===== src/rtl/ahb2apb_bridge.sv =====
// rtl/ahb2apb_bridge.sv - single-clock AHB-to-APB bridge, two-cycle APB transfers over four 4 KB slots
module ahb2apb_bridge #(
    parameter int SLOT_LSB = 12
) (
    input  logic        PCLK,
    input  logic        PRESETn,
    input  logic        HSEL,
    input  logic [31:0] HADDR,
    input  logic [1:0]  HTRANS,
    input  logic        HWRITE,
    input  logic [2:0]  HSIZE,
    input  logic [31:0] HWDATA,
    input  logic        HREADY,
    output logic        HREADYOUT,
    output logic [31:0] HRDATA,
    output logic        HRESP,
    output logic [31:0] PADDR,
    output logic        PWRITE,
    output logic [31:0] PWDATA,
    output logic        PENABLE,
    output logic [3:0]  PSEL,
    input  logic [31:0] PRDATA0,
    input  logic [31:0] PRDATA1,
    input  logic [31:0] PRDATA2,
    input  logic [31:0] PRDATA3
);

    typedef enum logic [1:0] {
        ST_IDLE   = 2'd0,
        ST_SETUP  = 2'd1,
        ST_ACCESS = 2'd2
    } state_t;

    state_t      r_state;
    logic [31:0] r_paddr;
    logic        r_pwrite;
    logic [1:0]  r_slot;
    logic [3:0]  r_psel;
    logic        r_penable;
    logic        r_hreadyout;

    logic        w_req;
    logic [1:0]  w_slot;
    logic [31:0] w_prdata;
    logic        w_unused;

    assign w_req    = HSEL & HTRANS[1] & HREADY;
    assign w_slot   = HADDR[SLOT_LSB+1:SLOT_LSB];
    assign w_unused = ^{HSIZE, HTRANS[0]};

    // New requests are only taken when the bus can present one: from IDLE, or
    // from ACCESS for zero-gap back-to-back transfers.
    always_ff @(posedge PCLK or negedge PRESETn) begin
        if (!PRESETn) begin
            r_state     <= ST_IDLE;
            r_paddr     <= 32'h0;
            r_pwrite    <= 1'b0;
            r_slot      <= 2'd0;
            r_psel      <= 4'b0000;
            r_penable   <= 1'b0;
            r_hreadyout <= 1'b1;
        end else begin
            case (r_state)
                ST_SETUP: begin
                    r_state     <= ST_ACCESS;
                    r_penable   <= 1'b1;
                    r_hreadyout <= 1'b1;
                end
                ST_IDLE, ST_ACCESS: begin
                    if (w_req) begin
                        r_state     <= ST_SETUP;
                        r_paddr     <= HADDR;
                        r_pwrite    <= HWRITE;
                        r_slot      <= w_slot;
                        r_psel      <= 4'b0001 << w_slot;
                        r_penable   <= 1'b0;
                        r_hreadyout <= 1'b0;
                    end else begin
                        r_state     <= ST_IDLE;
                        r_psel      <= 4'b0000;
                        r_penable   <= 1'b0;
                        r_hreadyout <= 1'b1;
                    end
                end
                default: begin
                    r_state     <= ST_IDLE;
                    r_psel      <= 4'b0000;
                    r_penable   <= 1'b0;
                    r_hreadyout <= 1'b1;
                end
            endcase
        end
    end

    always_comb begin
        w_prdata = PRDATA0;
        case (r_slot)
            2'd0: w_prdata = PRDATA0;
            2'd1: w_prdata = PRDATA1;
            2'd2: w_prdata = PRDATA2;
            2'd3: w_prdata = PRDATA3;
            default: w_prdata = PRDATA0;
        endcase
    end

    // PENABLE is high only in ACCESS, so it doubles as the read-data gate.
    assign HRDATA    = r_penable ? w_prdata : 32'h0;
    assign HREADYOUT = r_hreadyout;
    assign HRESP     = 1'b0;
    assign PADDR     = r_paddr;
    assign PWRITE    = r_pwrite;
    assign PWDATA    = HWDATA;
    assign PENABLE   = r_penable;
    assign PSEL      = r_psel;

endmodule


===== config.mk =====
export PLATFORM = sky130hd
export DESIGN_NAME = ahb2apb_bridge
export DESIGN_NICKNAME = d
export VERILOG_FILES = /design/src/rtl/ahb2apb_bridge.sv
export SDC_FILE = /design/constraint.sdc
export NUM_CORES = 1
export LEC_CHECK = 0
export CORE_AREA = 4 4 117 119
export CTS_BUF_LIST = sky130_fd_sc_hd__clkbuf_4 sky130_fd_sc_hd__clkbuf_8
export DETAILED_ROUTE_END_ITERATION = 7
export DIE_AREA = 0 0 121 123
export PLACE_DENSITY = 0.72
export SLEW_MARGIN = 40
export SYNTH_ARGS = -nofsm -noshare
export SYNTH_HDL_FRONTEND = slang
export SYNTH_SLANG_ARGS = --single-unit

===== constraint.sdc =====
create_clock -name PCLK -period 2.7 [get_ports PCLK]
set_input_delay 0.54 -clock PCLK [delete_from_list [all_inputs] [get_ports PCLK]]
set_output_delay 0.54 -clock PCLK [all_outputs]
set_load 0.02 [all_outputs]

==> Implementation_results.wiki <==
{| class="wikitable"
! Metric !! Value
|-
| Worst slew margin || 65.6%
|-
| Met3 demand-to-capacity share in global routing || 5.17%
|-
| Gate Count Post-Synth || 231
|-
| Combined area of all synthesized cells || 0.00278 sq mm
|-
| Largest fanout of any net on the critical path || 14
|-
| Initial standard-cell utilization of the core || 22.1%
|-
| Multiplexer share of the synthesized area || 40.1%
|-
| Insertion delay to the later sink of the worst-skew pair || 0.28 ns
|-
| Commonest cells after routing, fill and taps aside || sky130_fd_sc_hd__clkdlybuf4s50_1 (235), sky130_fd_sc_hd__mux2i_1 (64), sky130_fd_sc_hd__dfrtp_1 (38)
|-
| Crit-path max cell delay || 0.58 ns
|-
| Per-instance average area after synthesis || 12.0 sq um
|-
| Req. time, crit path || 2.16 ns
|-
| DRC Markers || 0
|-
| Global Route met1 Usage || 16.3%
|-
| Final Max Tran Viols || 0
|-
| Post-Place Worst Slack || 0.149 ns
|-
| Fmax || 386 MHz
|-
| CTS tree || yes
|-
| Top cell type's share of synthesized area || 35.1%
|-
| Antenna violations before repair || 3
|-
| Synth unique cells || 20
|-
| Final min period || 2.59 ns
|-
| Classification of the worst-slack hold path || in2async
|-
| Capturing element type of the critical path || output port
|-
| Antenna Nets Post-Route || 0
|-
| Worst clock skew on the final layout || 0.00612 ns
|-
| Biggest area contributors in the synthesized netlist || sky130_fd_sc_hd__dfrtp_1 (35%), sky130_fd_sc_hd__mux2i_1 (23%), sky130_fd_sc_hd__mux2_4 (15%)
|-
| Overall die height || 123 um
|-
| Adder and majority cell fraction of the synthesized area || 0%
|-
| Fillers || 1,199
|-
| GR Overflow Total || 0
|-
| Boundary pin count || 306
|-
| CTS Root Buffer Type || sky130_fd_sc_hd__clkbuf_8
|-
| Number of nets in the layout || 639
|-
| Number of endpoints with negative hold slack in the final report || 0
|-
| Final design instance area without fill || 0.00521 sq mm
|-
| Pin count of the biggest net entering global routing || 38
|-
| Least-Margin Pin Slew || 0.516 ns
|-
| Final period utilization || 96.0%
|-
| Busiest grt layer || met2
|-
| Simple-gate portion of the synthesized area || 0.945%
|-
| Layout cells sized above 1 || 13.5%
|-
| Post-layout worst setup margin || 0.109 ns
|-
| H-tree depth reported by CTS || 2
|-
| First drt pass iteration count || 4
|-
| Number of buffers inserted during clock tree synthesis || 5
|-
| Ratio of total power to cell area || 466 mW/mm^2
|-
| Via count || 2,630
|-
| Setup TNS || 0 ns
|-
| Number of global-route vias before repair || 2,959
|-
| CP delay by family, top || buffers and inverters
|-
| Peak VDD IR || 340 uV
|-
| Setup slack on the worst flop-to-flop path || 1.21 ns
|-
| Clock transition time at the flip-flop clock pins of the worst setup and hold paths || 0.08 ns
|-
| Core area || 0.0126 sq mm
|-
| Critical setup path kind || reg2out
|-
| Worst-case clock buffer depth || 2
|-
| Total of flip-flops plus latches after synthesis || 40
|-
| Worst Setup Start Kind || flop
|-
| Dpl hpwl || 10,400 um
|-
| Post-detailed-route wirelength per cell || 20.0 um
|-
| Cell with the largest stage delay on the worst path || sky130_fd_sc_hd__dfrtp_4
|-
| Floorplan die width || 121 um
|-
| Post-synthesis compound-gate area fraction || 8.64%
|-
| Total of warnings raised by yosys || 0
|-
| Met2 usage || 27.1%
|-
| CP Buf/Inv Count || 2
|-
| Cell taking the most area after synthesis || sky130_fd_sc_hd__dfrtp_1
|-
| Max_cap viols || 0
|-
| Critical path cell sequence || buf_6 > mux2i_1 > o22ai_1 > clkdlybuf4s50_1
|-
| Leakage power total || 2.16 nW
|-
| Most common library cell in the layout ignoring fill and taps || sky130_fd_sc_hd__clkdlybuf4s50_1
|-
| Synthesized netlist net count || 433
|-
| Setup repair after global routing missed its margin || false
|-
| Xor and xnor area share after synthesis || 0%
|-
| Count of buffers from port buffering || 236
|-
| Routability congestion estimate from global placement || 0.767
|-
| Post-Route WL || 12,200 um
|-
| Largest family of logic cells by synthesized area || multiplexers
|-
| Arrival time at the worst endpoint || 2.05 ns
|-
| First-pass GRT wire length || 16,900 um
|-
| Overall die area || 0.0149 sq mm
|-
| Clk sink count || 40
|-
| Synthesis-to-layout area growth || 87.3%
|-
| Total power || 2.42 mW
|-
| Number of standard-cell rows in the floorplan || 41
|-
| Outcome || completed
|-
| Share of synthesized area occupied by flip-flops and latches || 36.0%
|-
| Ratio of routed vias to standard cells || 4.30
|-
| Iteration-0 DRC count of the detailed router || 55
|-
| Tot GR Track Use || 14.8%
|-
| Placed Area || 0.00509 sq mm
|-
| Final setup viols || 0
|}
==> stage by stage <==
| stage | hold slack, ns | util, % | cells |
|---|---|---|---|
| floorplan | 0.244 | - | 231 |
| global placement | 0.477 | 40.5 | 601 |
| detailed placement | 0.484 | 40.5 | 601 |
| CTS | 0.236 | 41.4 | 610 |
| global route | 0.256 | 41.4 | 612 |
| finish | 0.222 | 41.4 | 612 |
==> per-layer routing <==
layer  vias up  part of all wire (%)  routed length, um
met5         -                 0.057                  7
met3        12                   8.8               1070
met4         2                   1.3                162
met1      1218                    38               4600
met2       166                    52               6390
li1       1232                     -                  -
==> kinds of logic (layout without fill, tap and decap cells) <==
| logic type | Yosys count | in the layout |
|---|---|---|
| other | 1 | 3 |
| multiplexers | 97 | 97 |
| AND/OR/NAND/NOR | 4 | 4 |
| buffers and inverters | 53 | 260 |
| flip-flops | 40 | 40 |
| AO/OA/AOI/OAI | 36 | 36 |
==> state kept, by name, indices dropped and copies added (netlist names) <==
signal,count
PWRITE,1
r_state,1
HREADYOUT,1
PSEL,4
PENABLE,1
PADDR,32
==> final cells by class <==
class | instances | area [sq um] | share of cell area (%)
Multi-Input combinational cell | 138 | 1390 | 26.6
Antenna cell | 2 | 5.00 | 0.0961
Clock inverter | 1 | 7.51 | 0.144
Inverter | 3 | 11.3 | 0.216
Sequential cell | 40 | 1010 | 19.3
Tap cell | 172 | 215 | 4.13
Timing Repair Buffer | 249 | 2490 | 47.8
Clock buffer | 7 | 90.1 | 1.73
==> report_power, final <==
part,internal (mW),switching (mW),leakage [nW]
clock,0.218,0.199,0.0479
combinational,0.738,0.478,1.63
sequential,0.708,0.0842,0.483
==> cells in the mapped netlist <==
cell type and n:
sky130_fd_sc_hd__buf_2 1, sky130_fd_sc_hd__mux2_2 6, sky130_fd_sc_hd__nor2b_1 1, sky130_fd_sc_hd__mux2i_1 64, sky130_fd_sc_hd__buf_1 2, sky130_fd_sc_hd__conb_1 1
sky130_fd_sc_hd__dfrtp_1 39, sky130_fd_sc_hd__clkbuf_1 4, sky130_fd_sc_hd__inv_2 1, sky130_fd_sc_hd__buf_6 2, sky130_fd_sc_hd__buf_12 2, sky130_fd_sc_hd__nand2_1 1
sky130_fd_sc_hd__and4b_1 1, sky130_fd_sc_hd__dfstp_2 1, sky130_fd_sc_hd__buf_4 39, sky130_fd_sc_hd__nand2b_1 1, sky130_fd_sc_hd__a32o_1 4, sky130_fd_sc_hd__o22ai_1 32
sky130_fd_sc_hd__inv_1 2, sky130_fd_sc_hd__mux2_4 27
==> path summary, 6_finish.rpt <==
check | startpoint | to | cells past startpoint
worst max-delay path | PADDR[13]$_DFFE_PN0P_ | HRDATA[12] | 4
min in group PCLK | PSEL[0]$_DFFE_PN0N_ | PSEL[0]$_DFFE_PN0N_ | 1
worst min-delay path | PRESETn | PADDR[28]$_DFFE_PN0P_ | 1
worst min register to register | PSEL[0]$_DFFE_PN0N_ | PSEL[0]$_DFFE_PN0N_ | 1
max in group asynchronous | PRESETn | PADDR[14]$_DFFE_PN0P_ | 2
worst max register to register | r_state[0]$_DFF_PN0_ | PADDR[12]$_DFFE_PN0P_ | 4
==> repair_timing <==
item	4_1_cts	5_1_grt
resized for setup	0	1
hold buffers	0	0
setup buffers	1	0
endpoints found under the setup margin	10	8
No activity file was read; power rests on OpenSTA's default activity.
